### src/rtl/darkrom_arbiter.sv
// Arbitrates the single-port firmware ROM between instruction fetch (I) and constant loads (D).
// Define DARKROM_ARB_RR_EN for round-robin arbitration instead of fixed I > D with starvation guard.
module darkrom_arbiter #(
  parameter int unsigned DEPTH        = 512,
  parameter int unsigned STARVE_LIMIT = 4
) (
  input  logic        XCLK,
  input  logic        XRES,
  input  logic        i_req,
  input  logic [31:0] i_addr,
  output logic        i_gnt,
  output logic        i_rvalid,
  output logic [31:0] i_rdata,
  output logic        i_err,
  input  logic        d_req,
  input  logic [31:0] d_addr,
  output logic        d_gnt,
  output logic        d_rvalid,
  output logic [31:0] d_rdata,
  output logic        d_err,
  output logic        rom_en,
  output logic [31:0] rom_addr,
  input  logic [31:0] rom_data
);

  localparam logic [31:0] NOP       = 32'h0000_0013;
  localparam logic [63:0] DEPTH_W   = 64'(DEPTH);

  logic        pend_i;
  logic        pend_d;
  logic        pend_err;
  logic [31:0] sel_addr;
  logic [63:0] sel_word;
  logic        sel_err;
  logic        any_gnt;

`ifdef DARKROM_ARB_RR_EN
  logic        rr_ptr;   // 0: I preferred on contention, 1: D preferred
`else
  localparam logic [3:0] STARVE_MAX = 4'(STARVE_LIMIT);
  logic [3:0]  starve_cnt;
`endif

  // NOTE: every output of an always_comb gets a default first, so no path leaves it unassigned (no latch).
  always_comb begin
    i_gnt = 1'b0;
    d_gnt = 1'b0;
`ifdef DARKROM_ARB_RR_EN
    if (i_req && d_req) begin
      if (rr_ptr) d_gnt = 1'b1;
      else        i_gnt = 1'b1;
    end else begin
      i_gnt = i_req;
      d_gnt = d_req;
    end
`else
    if (d_req && (!i_req || starve_cnt == STARVE_MAX)) d_gnt = 1'b1;
    else                                              i_gnt = i_req;
`endif
    // Reset forces every output low, including the combinational grant path.
    if (XRES) begin
      i_gnt = 1'b0;
      d_gnt = 1'b0;
    end
  end

  // Full-width word index keeps huge addresses from aliasing back into range.
  assign any_gnt  = i_gnt | d_gnt;
  assign sel_addr = d_gnt ? d_addr : i_addr;
  assign sel_word = {34'd0, sel_addr[31:2]};
  assign sel_err  = (sel_addr[1:0] != 2'b00) || (sel_word >= DEPTH_W);
  assign rom_en   = any_gnt && !sel_err;
  assign rom_addr = rom_en ? sel_addr : 32'd0;

  // NOTE: sequential state uses non-blocking assignments so all registers update from pre-edge values.
  always_ff @(posedge XCLK) begin
    if (XRES) begin
      pend_i   <= 1'b0;
      pend_d   <= 1'b0;
      pend_err <= 1'b0;
    end else begin
      pend_i   <= i_gnt;
      pend_d   <= d_gnt;
      pend_err <= any_gnt && sel_err;
    end
  end

`ifdef DARKROM_ARB_RR_EN
  always_ff @(posedge XCLK) begin
    if (XRES)       rr_ptr <= 1'b0;
    else if (i_gnt) rr_ptr <= 1'b1;
    else if (d_gnt) rr_ptr <= 1'b0;
  end
`else
  always_ff @(posedge XCLK) begin
    if (XRES)
      starve_cnt <= 4'd0;
    else if (d_req && !d_gnt)
      starve_cnt <= (starve_cnt == STARVE_MAX) ? starve_cnt : starve_cnt + 4'd1;
    else
      starve_cnt <= 4'd0;
  end
`endif

  assign i_rvalid = pend_i && !XRES;
  assign d_rvalid = pend_d && !XRES;
  assign i_err    = i_rvalid && pend_err;
  assign d_err    = d_rvalid && pend_err;
  assign i_rdata  = !i_rvalid ? 32'd0 : (pend_err ? NOP : rom_data);
  assign d_rdata  = !d_rvalid ? 32'd0 : (pend_err ? NOP : rom_data);

endmodule

### config.mk
export PLATFORM = sky130hd
export DESIGN_NAME = darkrom_arbiter
export DESIGN_NICKNAME = d
export VERILOG_FILES = /design/src/rtl/darkrom_arbiter.sv
export SDC_FILE = /design/constraint.sdc
export NUM_CORES = 1
export LEC_CHECK = 0
export CAP_MARGIN = 20
export CELL_PAD_IN_SITES_DETAIL_PLACEMENT = 1
export CELL_PAD_IN_SITES_GLOBAL_PLACEMENT = 1
export CORE_MARGIN = 2
export CORE_UTILIZATION = 12
export CTS_CLUSTER_DIAMETER = 80
export DETAILED_ROUTE_END_ITERATION = 8
export PLACE_DENSITY_LB_ADDON = 0.1
export SYNTH_ARGS = -nofsm -noshare
export SYNTH_HDL_FRONTEND = slang
export SYNTH_SLANG_ARGS = --single-unit
### constraint.sdc
create_clock -name XCLK -period 2.19 [get_ports XCLK]
set_input_delay 0.438 -clock XCLK [delete_from_list [all_inputs] [get_ports XCLK]]
set_output_delay 0.438 -clock XCLK [all_outputs]
set_load 0.01 [all_outputs]
# Yosys cells after proc, flatten, opt, wreduce, memory -nomap -nowiden
# Index checks and enable logic that the tools add are counted.
# word_totals
ff_bits	7
out_inout_bits	103
in_bits	100
ramBits	0
n_memories	0
latchBits	0
romBits	0
# op_classes
div	0
eq_ne	1
n_bitwise	2
n_addsub	1
mul	0
n_shift	0
n_reduce_logical	16
mux	9
order_cmp	1
# ops
operator	count
32-bit two-way mux	5
30-bit by 10-bit >= comparator with 1-bit output (second input constant)	1
1-bit logical AND	8
4-bit by 1-bit adder with 4-bit output (second input constant)	1
4-bit by 3-bit == test with 1-bit output (second input constant)	1
1-bit logical NOT	4
1-bit two-way mux	4
1-bit logical OR	2
2-bit nonzero test	1
2-bit OR reduction	1
1-bit inverter	1
1-bit bitwise OR	1

# Logic depth before layout (Yosys ltp)
# Gate-level depths: netlist (run 1).
# depth
word_depth	11
depth_mapped	8
depth_no_buf	7

# Least setup slack after synthesis (run 1)
# OpenSTA, ideal clock, no wires.
# synth_timing
path_kind	input -> output
startpoint	in d_addr[17]
endpoint	out rom_addr[10]
path_stages	4
arrival_time_ps	1503
setup_slack_ps	249
cell_sequence	or4_4 > nor2_8 > nand4_1 > a21oi_1
# synth_via
elab_chain_len	6
# synth_rtl
element	line_no	text
from (decl)	16	input logic [31:0] d_addr,
32-bit two-way mux	69	assign sel_addr = d_gnt ? d_addr : i_addr;
30-bit by 10-bit >= comparator with 1-bit output	71	assign sel_err = (sel_addr[1:0] != 2'b00) || (sel_word >= DEPTH_W);
1-bit logical OR	71	
1-bit logical NOT	72	assign rom_en = any_gnt && !sel_err;
1-bit logical AND	72	
32-bit two-way mux	73	assign rom_addr = rom_en ? sel_addr : 32'd0;
to (decl)	22	output logic [31:0] rom_addr,
# Every way passes these cells.

# Final worst setup path (run 1)
# layout_timing
startpoint	in i_addr[14]
endpoint	out rom_addr[8]
# layout_via
elab_chain_len	6
# layout_rtl
element	line_no	text
from (decl)	10	input logic [31:0] i_addr,
32-bit two-way mux	69	
30-bit by 10-bit >= comparator with 1-bit output	71	
1-bit logical OR	71	
1-bit logical NOT	72	
1-bit logical AND	72	
32-bit two-way mux	73	
# Every way passes these cells.

==> impl_metrics.yaml, run 1 <==
timing:
  period_minus_slack_ns: 2.23
  setup_ws_ns: -0.0388
  finalHoldViolCount: 0
  setup_viol: 3
  rsz0062_at_grt: "yes"
  fin_crit_sh_pct: 102
  hold-worst-slack_ns: 0.520
  final_max_slew_viol_count: 0
  skew_ns: 0.000847
  fmax_ghz: 0.449
pwr:
  pwr-share-seq_pct: 19.7
  p_leak_uw: 0.00177
  p_clk_share_pct: 25.5
  p_sw_share_pct: 31.0
  switchingPower_uw: 213
  power_density_mw_per_mm2: 204
  p_int_uw: 475
  peakVddDrop_v: 0.0000900
  combPwrFrac_pct: 54.8
worst_setup_path:
  start_kind: "input pin"
  end_kind: "output pin"
  path_class: "in -> out"
  cp.arrival_ns: 1.79
  cp_max_fo: 5
  cp_data_required_time_ns: 1.75
yosys:
  yosys_warnings: 0
  yosys.area.top_type: "nor2_1"
  yosys.area_share.xor_xnor_pct: 0.701
  synth_edf_count: 0
  synth_top_family_by_area: "simple AND/OR/NAND/NOR gates"
  yosys.area_share.simple_pct: 57.8
  muxShareOfSynthArea_pct: 0
  synth_compound_area_share_pct: 5.71
  yosys.area_share.adder_pct: 2.00
  ys_ff_latch: 7
  yosysTopAreaCellShare_pct: 22.5
  synth.distinct_cells: 27
  syn_area_per_cell_um2: 5.71
  synth_area_leaders: "nor2_1 (23%), buf_4 (15%), dfxtp_1 (11%)"
  ys.flop_type: "dfxtp_1"
  synthCells: 219
  synth_seq_area_share_pct: 11.2
  synthArstFlopShare_pct: 0
  synth_area_mm2: 0.00125
final_layout:
  finish.net_count: 519
  drive_above_1_share_pct: 22.1
  diodes: 0
  area_delta_synth_final_pct: 170
  nFillCells: 1297
global_route:
  grt_pass1_vias: 2294
  grt_pass1_wl_mm: 11.7
  overflow: 0
  grt_max_degree: 32
  track_usage_pct: 12.7
  antenna_found_initial: 0
detailed_routing:
  routed_wl_mm: 7.52
  first_iter_violations: 54
  antenna_left: 0
  vias_per_cell: 3.95
  remaining_drc_errors: 0
  first_pass_iters: 4
  wire_per_inst_um: 13.6
  dr_total_vias: 2182
outcome:
  violations: "setup timing"
  status: "finished with violations"
floorplan:
  die_h_um: 106
  core_mm2: 0.0102
  num_rows: 37
  start_util_pct: 12.2
  dieArea_mm2: 0.0112
  num_io_pins: 203
  fp.dieW_um: 106
clock_tree:
  htreeDepth: 1
  clk_transition_reported_paths_ns: 0.04
  cts_made_buffers: 3
  cts_tree: "built"
  cts_max_path_buffers: 2
  postCtsHoldBufs: 0
  ctsRootBufferMaster: "clkbuf_8"
  insertion_delay_ns: 0.22
  cts_sinks: 7
worst_hold_path:
  hold_class: "reg -> reg"
placement:
  dp_slack_ns: -0.729
  place.detailed.hpwl_mm: 5.90
  port_buffers: 179
  gp_congestion: 0.693
run:
  cap_viol_max_count: 0
[sequential cells by signal, indices dropped and copies added, names as in the netlist]
| register | cells |
|---|---|
| pend_d | 1 |
| pend_i | 1 |
| starve_cnt | 4 |
| pend_err | 1 |
[placed cells by master, fill, tap and decap left out, drive strengths merged, types with 2 or more instances in the layout]
| cell type | instances |
|---|---|
| a21oi | 11 |
| and4 | 2 |
| buf | 51 |
| clkbuf | 11 |
| clkdlybuf4s15 | 22 |
| clkdlybuf4s50 | 51 |
| conb | 23 |
| dfxtp | 7 |
| dlygate4sd2 | 76 |
| ha | 2 |
| inv | 9 |
| nand2 | 29 |
| nand2b | 3 |
| nand3 | 3 |
| nand4 | 18 |
| nor2 | 77 |
| nor3 | 3 |
| nor4 | 6 |
| or4 | 4 |
[power by group through the flow]
stage | combinational [µW] | clock, µW | sequential, µW
2_1_floorplan | 147 | 0 | 136
3_3_place_gp | 393 | 0 | 137
3_5_place_dp | 395 | 0 | 137
4_1_cts | 374 | 180 | 136
5_1_grt | 411 | 189 | 136
6_report | 377 | 175 | 135
[logic make-up (layout without fill, tap and decap cells)]
family | Yosys count | after routing
compound gates | 13 | 13
simple gates | 148 | 148
fa+ha+maj | 2 | 2
flops | 7 | 7
other cells | 1 | 23
buf+inv | 47 | 222
xor+xnor | 1 | 1
[synth_stat cells (3+ instances only)]
master / n
nand2b_1: 3
or4_4: 4
nor4_1: 6
nor3_1: 3
nor2_1: 75
clkbuf_1: 12
inv_1: 7
dfxtp_1: 7
nand2_1: 29
a21oi_1: 11
buf_4: 25
nand4_1: 18
[what timing repair did]
| action | CTS | global route |
|---|---|---|
| gates cloned | 5 | 0 |
| gates resized for setup | 231 | 36 |
| endpoints found under the setup margin | 80 | 21 |
| setup buffers | 9 | 2 |
| pin swaps | 40 | 21 |
[final cells by class]
class                      instances  area (µm²)  area share [%]
inverter                           8        35.0            1.04
tap                              136         170            5.05
multi-input combinational        187        1030            30.6
timing repair buffer             209        1940            57.6
timing repair inverter             1        8.76           0.260
clock buffer                       4        45.0            1.34
sequential                         7         140            4.16
[final timing paths]
kind | startpoint | to | slack (ns) | depth (start not counted)
worst max-delay path | i_addr[14] | rom_addr[8] | -0.04 | 8
worst min-delay path | starve_cnt[0]$_SDFFE_PP0N_ | starve_cnt[0]$_SDFFE_PP0N_ | 0.52 | 2
worst max register to register | starve_cnt[0]$_SDFFE_PP0N_ | pend_err$_SDFF_PP0_ | 0.80 | 7
worst min register to register | starve_cnt[0]$_SDFFE_PP0N_ | starve_cnt[0]$_SDFFE_PP0N_ | 0.52 | 2
[worst max-delay path, stage by stage]
cell and delay, ns:
buf_6 0.09, or4_4 0.56, nor2_8 0.15, buf_12 0.11
buf_6 0.08, nand4_1 0.09, a21oi_2 0.13, buf_2 0.14
[metal layers]
layer	track usage (%)	vias up	wire, µm
met3	4.78	6	872
met1	13.6	982	2850
met5	0	-	0
li1	-	1070	-
met2	23.5	124	3710
met4	2.63	0	89
[per-stage QoR]
stage / cell area (µm²) / power [µW] / util (%) / instances / TNS (ns)
after floorplan: 1330 / 284 / - / 241 / 0
after global placement: 3220 / 530 / 31.5 / 534 / -29.53
after detailed placement: 3220 / 532 / 31.5 / 534 / -28.91
after CTS: 3350 / 689 / 32.8 / 552 / -0.103
after global routing: 3370 / 736 / 33.0 / 552 / -0.556
final: 3370 / 688 / 33.0 / 552 / -0.0633
Power figures use the tool's default switching activity.
==> inputs of run 2 (changes only) <==
--- a/config.mk
+++ b/config.mk
@@ -13,6 +13,7 @@
 export CTS_CLUSTER_DIAMETER = 80
 export DETAILED_ROUTE_END_ITERATION = 8
 export PLACE_DENSITY_LB_ADDON = 0.1
+export SKIP_CTS_REPAIR_TIMING = 1
 export SYNTH_ARGS = -nofsm -noshare
 export SYNTH_HDL_FRONTEND = slang
 export SYNTH_SLANG_ARGS = --single-unit
==> run 2 against run 1 <==
  * The flow still finishes with violations (setup timing)
  * Global-route usage shrank 1.2 points
  * Die area unchanged
  * Critical endpoint is now rom_addr[7]
  * Clock power hardly changed
  * Maximum frequency grew 0.42%
  * Combinational power increased by 3%
==> impl_metrics.yaml, run 2 (synthesized netlist as in run 1, its figures left out) <==
worst_setup_path:
  cp_max_fo: 5
  end_kind: "output pin"
  cp.arrival_ns: 1.78
  path_class: "in -> out"
  cp_data_required_time_ns: 1.75
  r2r_end: "pend_err$_SDFF_PP0_"
  rr_startpoint: "starve_cnt[1]$_SDFFE_PP0N_"
  rr_worst_depth: 8
  cp_slowest_cell: "or4_4"
  regToRegSetupSlack_ns: 0.69
  start_kind: "input pin"
  cp_top_family: "simple AND/OR/NAND/NOR gates"
  crit_chain: "buf_6 -> or4_4 -> nor2_8 -> buf_6 -> nand4_1 -> a21oi_2 -> buf_2"
  cp_common_cell: "buf_6"
  cp.buffers_inverters: 3
  slowest_delay_ns: 0.56
worst_hold_path:
  hold_depth: 2
  hp-start: "starve_cnt[0]$_SDFFE_PP0N_"
  hold_class: "reg -> reg"
  min_to: "starve_cnt[0]$_SDFFE_PP0N_"
pwr:
  switchingPower_uw: 211
  p_sw_share_pct: 30.2
  p_leak_uw: 0.00299
  pwr-share-seq_pct: 19.3
  peakVddDrop_v: 0.0000894
  p_clk_share_pct: 25.1
  combPwrFrac_pct: 55.6
  power_density_mw_per_mm2: 189
  p_int_uw: 487
detailed_routing:
  antenna_left: 0
  wire_per_inst_um: 14.2
  first_pass_iters: 4
  routed_wl_mm: 7.76
  first_iter_violations: 76
  vias_per_cell: 3.94
  dr_total_vias: 2157
  remaining_drc_errors: 0
global_route:
  overflow: 0
  grt_pass1_wl_mm: 10.7
  track_usage_pct: 11.5
  antenna_found_initial: 0
  grt_pass1_vias: 2152
  grt_max_degree: 32
run:
  cap_viol_max_count: 0
placement:
  dp_slack_ns: -0.729
  gp_congestion: 0.693
  port_buffers: 179
  postPlaceCellArea_mm2: 0.00322
  place.detailed.hpwl_mm: 5.90
final_layout:
  fin_util_pct: 36.2
  area_delta_synth_final_pct: 196
  final_area_mm2: 0.00370
  diodes: 0
  largest-register: "starve_cnt"
  largest_reg_flops: 4
  drive_above_1_share_pct: 18.0
  finish.net_count: 515
  final_cell_mix: "dlymetal6s2s_1 (111), nor2_1 (75), clkdlybuf4s50_1 (52)"
  layout.cells.most_common: "dlymetal6s2s_1"
outcome:
  violations: "setup timing"
  status: "finished with violations"
timing:
  fmax_ghz: 0.451
  setup_viol: 5
  final_max_slew_viol_count: 0
  period_minus_slack_ns: 2.22
  fin_crit_sh_pct: 101
  rsz0062_at_grt: "yes"
  finalHoldViolCount: 0
  hold-worst-slack_ns: 0.520
  skew_ns: 0.00105
  setup_ws_ns: -0.0295
floorplan:
  num_io_pins: 203
  dieArea_mm2: 0.0112
  die_h_um: 106
  start_util_pct: 12.2
  fp.dieW_um: 106
  num_rows: 37
  core_mm2: 0.0102
clock_tree:
  cts_sinks: 7
  htreeDepth: 1
  insertion_delay_ns: 0.22
  cts_made_buffers: 3
  cts_max_path_buffers: 2
  clk_transition_reported_paths_ns: 0.04
  ctsRootBufferMaster: "clkbuf_8"
  cts_tree: "built"
[run 2: worst max-delay path by stage]
stage	cells after the start	slack, ns	from	endpoint
final	7	-0.03	i_addr[16]	rom_addr[7]
after global routing	7	-0.11	i_addr[16]	rom_addr[7]
after floorplan	4	0.25	d_addr[17]	rom_addr[10]
after CTS	6	-0.74	d_addr[17]	rom_addr[6]
after detailed placement	6	-0.73	d_addr[17]	rom_addr[6]
after global placement	6	-0.71	d_addr[17]	rom_addr[9]
[run 2: area by class of cell]
| class | count | area, µm² |
|---|---|---|
| fillers | 1231 | 6530 |
| flip-flops and latches | 7 | 140 |
| multi-input cells | 187 | 1010 |
| clock buffers | 4 | 45.0 |
| well taps | 136 | 170 |
| repair buffers | 206 | 2300 |
| inverters | 8 | 37.5 |
[run 2: power by group through the flow]
| stage | clock [µW] | combinational (µW) | sequential (µW) |
|---|---|---|---|
| after floorplan | 0 | 147 | 136 |
| after global placement | 0 | 393 | 137 |
| after detailed placement | 0 | 395 | 137 |
| after CTS | 180 | 398 | 135 |
| after global routing | 189 | 422 | 135 |
| final | 175 | 388 | 135 |
[run 2: layer usage]
layer,wire length (µm),global-route usage (%),up-vias
met5,0,0,-
met4,27,1.69,0
met3,862,4.78,2
met2,3940,21.5,122
met1,2930,12.2,976
li1,-,-,1057
[run 2: per-stage QoR]
stage	instances	power (µW)	TNS, ns
2_1_floorplan	241	284	0
3_3_place_gp	534	530	-29.53
3_5_place_dp	534	532	-28.91
4_1_cts	538	712	-29.69
5_1_grt	548	746	-0.639
6_report	548	698	-0.0753
[run 2: worst reg2reg max path: stages (launching register included)]
cell,delay (ns)
dfxtp_1,0.30
inv_1,0.06
ha_2,0.18
nand3b_1,0.13
a21o_4,0.27
buf_4,0.14
buf_4,0.14
nand3_2,0.07
and3b_1,0.16
==> inputs of run 3 (changes only) <==
--- a/config.mk
+++ b/config.mk
@@ -5,7 +5,7 @@
 export SDC_FILE = /design/constraint.sdc
 export NUM_CORES = 1
 export LEC_CHECK = 0
-export CAP_MARGIN = 20
+export CAP_MARGIN = 10
 export CELL_PAD_IN_SITES_DETAIL_PLACEMENT = 1
 export CELL_PAD_IN_SITES_GLOBAL_PLACEMENT = 1
 export CORE_MARGIN = 2
==> results of run 3 <==
Same layout as run 2: the final DEF is identical, and so are final timing and power.
